**config.mk**
```make
export PLATFORM = sky130hd
export DESIGN_NAME = inst_decode
export DESIGN_NICKNAME = d
export VERILOG_FILES = /design/src/rtl/inst_decode.sv
export SDC_FILE = /design/constraint.sdc
export NUM_CORES = 1
export LEC_CHECK = 0
export ABC_AREA = 1
export CAP_MARGIN = 10
export CORE_AREA = 2 2 149 151
export DETAILED_ROUTE_END_ITERATION = 8
export DIE_AREA = 0 0 151 153
export PLACE_DENSITY = 0.79
export SYNTH_ARGS = -nofsm -noshare
export SYNTH_HDL_FRONTEND = slang
export SYNTH_SLANG_ARGS = --single-unit
```
**constraint.sdc**
```tcl
create_clock -name clk -period 1.6 [get_ports clk]
set_input_delay 0.24 -clock clk [delete_from_list [all_inputs] [get_ports clk]]
set_output_delay 0.24 -clock clk [all_outputs]
set_load 0.1 [all_outputs]
```
**src/rtl/inst_decode.sv**
```systemverilog
// RV64 base-ISA instruction decoder behind a 2-entry (head + skid) buffer; optional M extension via DECODE_M_EXT_EN.
// Latency: 1 cycle from an accepted instruction to its decoded fields on the outputs; 1 instruction/cycle sustained.
// Backpressure: registered in_ready drops only when both entries are occupied; outputs hold while out_ready=0.
module inst_decode #(
    parameter int XLEN = 64
) (
    input  logic            clk,
    input  logic            rst_n,
    input  logic            flush,
    input  logic            in_valid,
    output logic            in_ready,
    input  logic [31:0]     in_inst,
    input  logic [XLEN-1:0] in_pc,
    output logic            out_valid,
    input  logic            out_ready,
    output logic [6:0]      out_opcode,
    output logic [2:0]      out_funct3,
    output logic [6:0]      out_funct7,
    output logic [4:0]      out_rd,
    output logic [4:0]      out_rs1,
    output logic [4:0]      out_rs2,
    output logic [19:0]     out_imm,
    output logic            out_width_32,
    output logic            out_illegal,
    output logic [XLEN-1:0] out_pc
);

    localparam logic [6:0] OP_LOAD   = 7'b0000011;
    localparam logic [6:0] OP_IMM    = 7'b0010011;
    localparam logic [6:0] OP_IMM32  = 7'b0011011;
    localparam logic [6:0] OP_AUIPC  = 7'b0010111;
    localparam logic [6:0] OP_STORE  = 7'b0100011;
    localparam logic [6:0] OP_REG    = 7'b0110011;
    localparam logic [6:0] OP_LUI    = 7'b0110111;
    localparam logic [6:0] OP_REG32  = 7'b0111011;
    localparam logic [6:0] OP_BRANCH = 7'b1100011;
    localparam logic [6:0] OP_JALR   = 7'b1100111;
    localparam logic [6:0] OP_JAL    = 7'b1101111;

    // Decoded record; decoding happens before the buffer so entries hold final fields.
    typedef struct packed {
        logic [6:0]      opcode;
        logic [2:0]      funct3;
        logic [6:0]      funct7;
        logic [4:0]      rd;
        logic [4:0]      rs1;
        logic [4:0]      rs2;
        logic [19:0]     imm;
        logic            width_32;
        logic            illegal;
        logic [XLEN-1:0] pc;
    } dec_t;

    typedef enum logic [1:0] {S_EMPTY, S_ONE, S_FULL} state_t;

    state_t r_state;
    state_t w_state_nxt;
    logic   r_in_ready;
    dec_t   r_head;
    dec_t   r_skid;
    dec_t   w_dec;
    logic   w_legal_op;
    logic   w_rtype_ill;
    logic   w_in_fire;
    logic   w_out_fire;
    logic   w_head_from_new;
    logic   w_head_from_skid;
    logic   w_skid_load;

    assign in_ready   = r_in_ready;
    assign out_valid  = (r_state != S_EMPTY);
    assign w_in_fire  = in_valid && r_in_ready;
    assign w_out_fire = out_valid && out_ready;

    // Decode the incoming instruction: raw fields, immediate by format, legality.
    always_comb begin
        w_dec        = '0;
        w_legal_op   = 1'b0;
        w_rtype_ill  = 1'b0;
        w_dec.opcode = in_inst[6:0];
        w_dec.rd     = in_inst[11:7];
        w_dec.funct3 = in_inst[14:12];
        w_dec.rs1    = in_inst[19:15];
        w_dec.rs2    = in_inst[24:20];
        w_dec.funct7 = in_inst[31:25];
        w_dec.pc     = in_pc;
        case (in_inst[6:0])
            OP_LOAD, OP_IMM, OP_IMM32, OP_JALR: begin
                w_legal_op = 1'b1;
                w_dec.imm  = {{8{in_inst[31]}}, in_inst[31:20]};
            end
            OP_STORE: begin
                w_legal_op = 1'b1;
                w_dec.imm  = {{8{in_inst[31]}}, in_inst[31:25], in_inst[11:7]};
            end
            OP_BRANCH: begin
                w_legal_op = 1'b1;
                w_dec.imm  = {{8{in_inst[31]}}, in_inst[31], in_inst[7], in_inst[30:25], in_inst[11:8]};
            end
            OP_JAL: begin
                w_legal_op = 1'b1;
                w_dec.imm  = {in_inst[31], in_inst[19:12], in_inst[20], in_inst[30:21]};
            end
            OP_LUI, OP_AUIPC: begin
                w_legal_op = 1'b1;
                w_dec.imm  = in_inst[31:12];
            end
            OP_REG, OP_REG32: w_legal_op = 1'b1;
            default: w_legal_op = 1'b0;
        endcase
        if (in_inst[6:0] == OP_REG || in_inst[6:0] == OP_REG32) begin
            case (in_inst[31:25])
                7'b0000000: w_rtype_ill = 1'b0;
                // SUB/SRA family exists only for funct3 000 and 101.
                7'b0100000: w_rtype_ill = (in_inst[14:12] != 3'b000) && (in_inst[14:12] != 3'b101);
`ifdef DECODE_M_EXT_EN
                // RV64M word ops have no MULH/MULHSU/MULHU forms.
                7'b0000001: w_rtype_ill = (in_inst[6:0] == OP_REG32) &&
                                          (in_inst[14:12] >= 3'b001) && (in_inst[14:12] <= 3'b011);
`else
                7'b0000001: w_rtype_ill = 1'b1;
`endif
                default:    w_rtype_ill = 1'b1;
            endcase
        end
        w_dec.width_32 = (in_inst[6:0] == OP_REG32) || (in_inst[6:0] == OP_IMM32);
        w_dec.illegal  = (in_inst[1:0] != 2'b11) || !w_legal_op || w_rtype_ill;
    end

    // Next-state and buffer steering; flush overrides everything including a same-cycle accept.
    always_comb begin
        w_state_nxt      = r_state;
        w_head_from_new  = 1'b0;
        w_head_from_skid = 1'b0;
        w_skid_load      = 1'b0;
        case (r_state)
            S_EMPTY: begin
                if (w_in_fire) begin
                    w_state_nxt     = S_ONE;
                    w_head_from_new = 1'b1;
                end
            end
            S_ONE: begin
                if (w_in_fire && w_out_fire) begin
                    w_head_from_new = 1'b1;
                end else if (w_in_fire) begin
                    w_state_nxt = S_FULL;
                    w_skid_load = 1'b1;
                end else if (w_out_fire) begin
                    w_state_nxt = S_EMPTY;
                end
            end
            S_FULL: begin
                if (w_out_fire) begin
                    w_state_nxt      = S_ONE;
                    w_head_from_skid = 1'b1;
                end
            end
            default: w_state_nxt = S_EMPTY;
        endcase
        if (flush) begin
            w_state_nxt      = S_EMPTY;
            w_head_from_new  = 1'b0;
            w_head_from_skid = 1'b0;
            w_skid_load      = 1'b0;
        end
    end

    // State register and registered in_ready (low while in reset and while FULL).
    always_ff @(posedge clk or negedge rst_n) begin
        if (!rst_n) begin
            r_state    <= S_EMPTY;
            r_in_ready <= 1'b0;
        end else begin
            r_state    <= w_state_nxt;
            r_in_ready <= (w_state_nxt != S_FULL);
        end
    end

    // Head and skid storage; zeroed in reset so output fields read zero.
    always_ff @(posedge clk or negedge rst_n) begin
        if (!rst_n) begin
            r_head <= '0;
            r_skid <= '0;
        end else begin
            if (w_head_from_new) begin
                r_head <= w_dec;
            end else if (w_head_from_skid) begin
                r_head <= r_skid;
            end
            if (w_skid_load) begin
                r_skid <= w_dec;
            end
        end
    end

    assign out_opcode   = r_head.opcode;
    assign out_funct3   = r_head.funct3;
    assign out_funct7   = r_head.funct7;
    assign out_rd       = r_head.rd;
    assign out_rs1      = r_head.rs1;
    assign out_rs2      = r_head.rs2;
    assign out_imm      = r_head.imm;
    assign out_width_32 = r_head.width_32;
    assign out_illegal  = r_head.illegal;
    assign out_pc       = r_head.pc;

endmodule

```
==> results by group <==
CTS
  • Clock root buffer: clkbuf_16
  • H-tree levels: 1
  • CTS tree: yes
  • # clock sinks: 239
  • Worst skew pair latency: 0.53 ns
  • Worst-path clk slew: around 0.060 ns
  • Num CTS Buffers: 26
  • CTS max path bufs: 3

Logic synthesis
  • Mux cell area share after synthesis: 0%
  • Leading area contributor after synthesis: dfrtp_1
  • Register area share after synthesis: 54.68%
  • Synthesized cell area: 0.01094 mm²
  • XOR/XNOR Fraction of Synth Area: 0%
  • Yosys top cell area share: between 50% and 60%
  • Distinct cells, synth: 30
  • Synth Area in Compound Gates: 12.49%
  • Simple-Gate Fraction of Synth Area: approximately a quarter
  • Top-count cell post-synth: nand2_1
  • Synthesis warning total: 0
  • #FFs+latches synth: around 240
  • Post-Synth Adder-Cell Area: 0%
  • Synth top cells by count: nand2_1 (480), dfrtp_1 (239), o21ai_0 (145)
  • Cell count after synthesis: 1,367
  • Net count after synthesis: 1,468
  • Ranking of synthesized cells by area: dfrtp_1 (55%), nand2_1 (16%), o21ai_0 (6.6%)
  • Main combinational cell family by area after synthesis: simple AND/OR/NAND/NOR gates
  • Fraction of registers with async set/reset: 100.0%
  • EDFF count, synth: 0
  • Most used DFF post-synth: dfrtp_1
  • Avg Inst Size Synth: between 8 and 9 µm²

Critical path
  • Worst R2R Setup Slack: 0.02 ns
  • Crit end category: register
  • Reg2Reg Depth: 7
  • Critical path required time: 2.01 ns
  • Reg2reg start: r_state[0]
  • Crit-path max FO: 37
  • Crit Path Class: reg -> reg
  • Arr. time, crit path: 1.98 ns
  • Startpoint Class: register
  • Crit Reg-Reg Endpoint: out_pc[14]

Flow run
  • Reported max-cap violation count: 0

STA
  • Slew HR: 60.94%
  • Setup slack after layout: 0.02194 ns
  • RSZ-0062 raised after global routing: yes
  • Crit path time final: 1.578 ns
  • Fmax: between 600 and 700 MHz
  • Tightest Pin Transition: roughly 0.59 ns
  • Count of final setup violators: 0
  • Hold Vio Cnt, Final: 0
  • Hold_ws: 0.1481 ns
  • Max Slew Vio Count: 0
  • Final Skew: ~0.011 ns
  • Setup TNS Final: 0 ns
  • Tcrit/Tclk final: a little over nine tenths

Pwr
  • Worst VDD drop: 1.024 mV
  • PD cells: 1440 mW/mm²
  • Total power draw: about 23 mW
  • P_leak: 7.855 nW

Min path
  • WHS Endpoint: out_opcode[2]
  • HP Class: in -> reg
  • Worst hold stages: 3
  • Min-delay src: in_inst[2]

Place
  • Placed inst area: 0.01519 mm²
  • Gp weighted congestion: 0.9608
  • DP Worst Slack: -0.6223 ns
  • Post-placement cell count: 1,868
  • Hpwl dp: 22.99 mm
  • I/O Buffers: 220

Route
  • Antenna-violating nets left: 0
  • Drt drc: 0
  • Routed WL per cell: approximately 18 µm
  • DRT Pass-1 Iters: 6
  • Post-Route WL: 34.95 mm
  • Via/cell ratio: about 5.5
  • Vias: 10.59k
  • DRT iter0 DRCs: 940

Layout
  • Final Util: between 70% and 80%
  • Post-layout instance area: 0.01626 mm²
  • Multi-input gate area: approximately 0.0042 mm²
  • P&R area growth vs syn: 48.69%
  • Layout Nets: 1,726
  • Sequential cell area: 0.005984 mm²
  • Layout cell share with drive strength beyond 1: 17.36%
  • Fill count: 1,457
  • Layout Cells excl Fill: 1,923

Floorplanning
  • Rows: 54
  • DIE AREA: 0.02310 mm²
  • Die Y: 153 µm
  • I/O pins: 221
  • Core area: 0.02149 mm²
  • DIE WIDTH: 151 µm
  • Starting Density: 50.90%

Global routing
  • GRT overflow: 0
  • Vias in the first global route: 10.45k
  • Gr usage total: 29.45%
  • First-pass GRT wire length: 54.25 mm
  • Initial antenna violation count: 2
  • Largest net degree at the start of global routing: 80

Status
  • Outcome: completed
## registers in the layout, indices dropped and copies added (netlist names)
signal	flops
out_imm	20
out_funct3	3
in_ready	1
out_rs2	5
out_width_32	1
out_rd	5
out_funct7	7
r_skid	118
out_pc	64
out_opcode	7
out_rs1	5
out_illegal	1
r_state	2
## power by group
group,internal (mW),switching [mW]
sequential,7.28,1.02
clock,3.71,2.38
combinational,3.17,5.85
total,14.2,9.25
## how the worst max path moves through the flow
stage	from	end	slack (ns)	cells after the start
final	r_state[0]	out_pc[14]	0.02	7
after global routing	r_state[0]	out_pc[14]	-0.13	7
after CTS	r_state[0]	out_imm[1]	0.003	8
after detailed placement	in_inst[4]	out_imm[5]	-0.62	11
after global placement	in_inst[4]	out_imm[10]	-0.53	11
after floorplan	in_ready	out_imm[8]	-0.03	11
## cell usage in the layout, fill, tap and decap left out, types with 4 or more instances in the layout
| cell | count |
|---|---|
| a21oi_1 | 83 |
| a21oi_2 | 10 |
| buf_12 | 143 |
| buf_4 | 65 |
| clkbuf_1 | 6 |
| clkbuf_16 | 30 |
| clkbuf_8 | 7 |
| clkdlybuf4s50_1 | 96 |
| dfrtp_1 | 238 |
| inv_1 | 83 |
| inv_2 | 5 |
| nand2_1 | 477 |
| nand2_2 | 4 |
| nand3_1 | 81 |
| nand3b_1 | 7 |
| nor2_1 | 108 |
| o211ai_1 | 15 |
| o21ai_0 | 128 |
| o21ai_1 | 24 |
## cell families after synthesis
group | after synthesis
and+or+nand+nor | 690
buffers and inverters | 174
AOI/OAI and AO/OA | 264
DFF | 239
## per-layer routing
layer / share of wire, % / wire length (µm) / up-vias / GRT usage [%]
met3: 9.9 / 3457 / 71 / 5.761
li1: - / - / 4885 / -
met4: 2.8 / 963 / 2 / 9.034
met5: 0.034 / 12 / - / 0
met2: 49 / 17020 / 512 / 48.35
met1: 39 / 13490 / 5118 / 39.70
## worst max-delay path: stages (launching register included)
cell	delay, ns
dfrtp_1	0.40
buf_4	0.15
nor2_4	0.11
nand3_4	0.10
buf_12	0.16
buf_16	0.17
o21ai_0	0.25
a21oi_2	0.09
## final cells by class
class / instances / share of cell area, %
Tap cell: 280 / 2.154
Clock buffer: 40 / 4.886
Timing Repair Buffer: 314 / 27.70
Clock inverter: 5 / 0.4616
Inverter: 90 / 2.108
Antenna cell: 1 / 0.01539
Multi-Input combinational cell: 954 / 25.88
Sequential cell: 239 / 36.80
## what timing repair did
| item | in CTS | in global routing |
|---|---|---|
| pin swaps | 0 | 2 |
| endpoints found under the setup margin | 11 | 106 |
| gates cloned | 0 | 3 |
| buffers inserted | 1 | 4 |
| gates resized for setup | 1 | 32 |
| hold endpoints to repair | 129 | 0 |
| hold buffers | 1 | 0 |
Power figures use the tool's default switching activity.
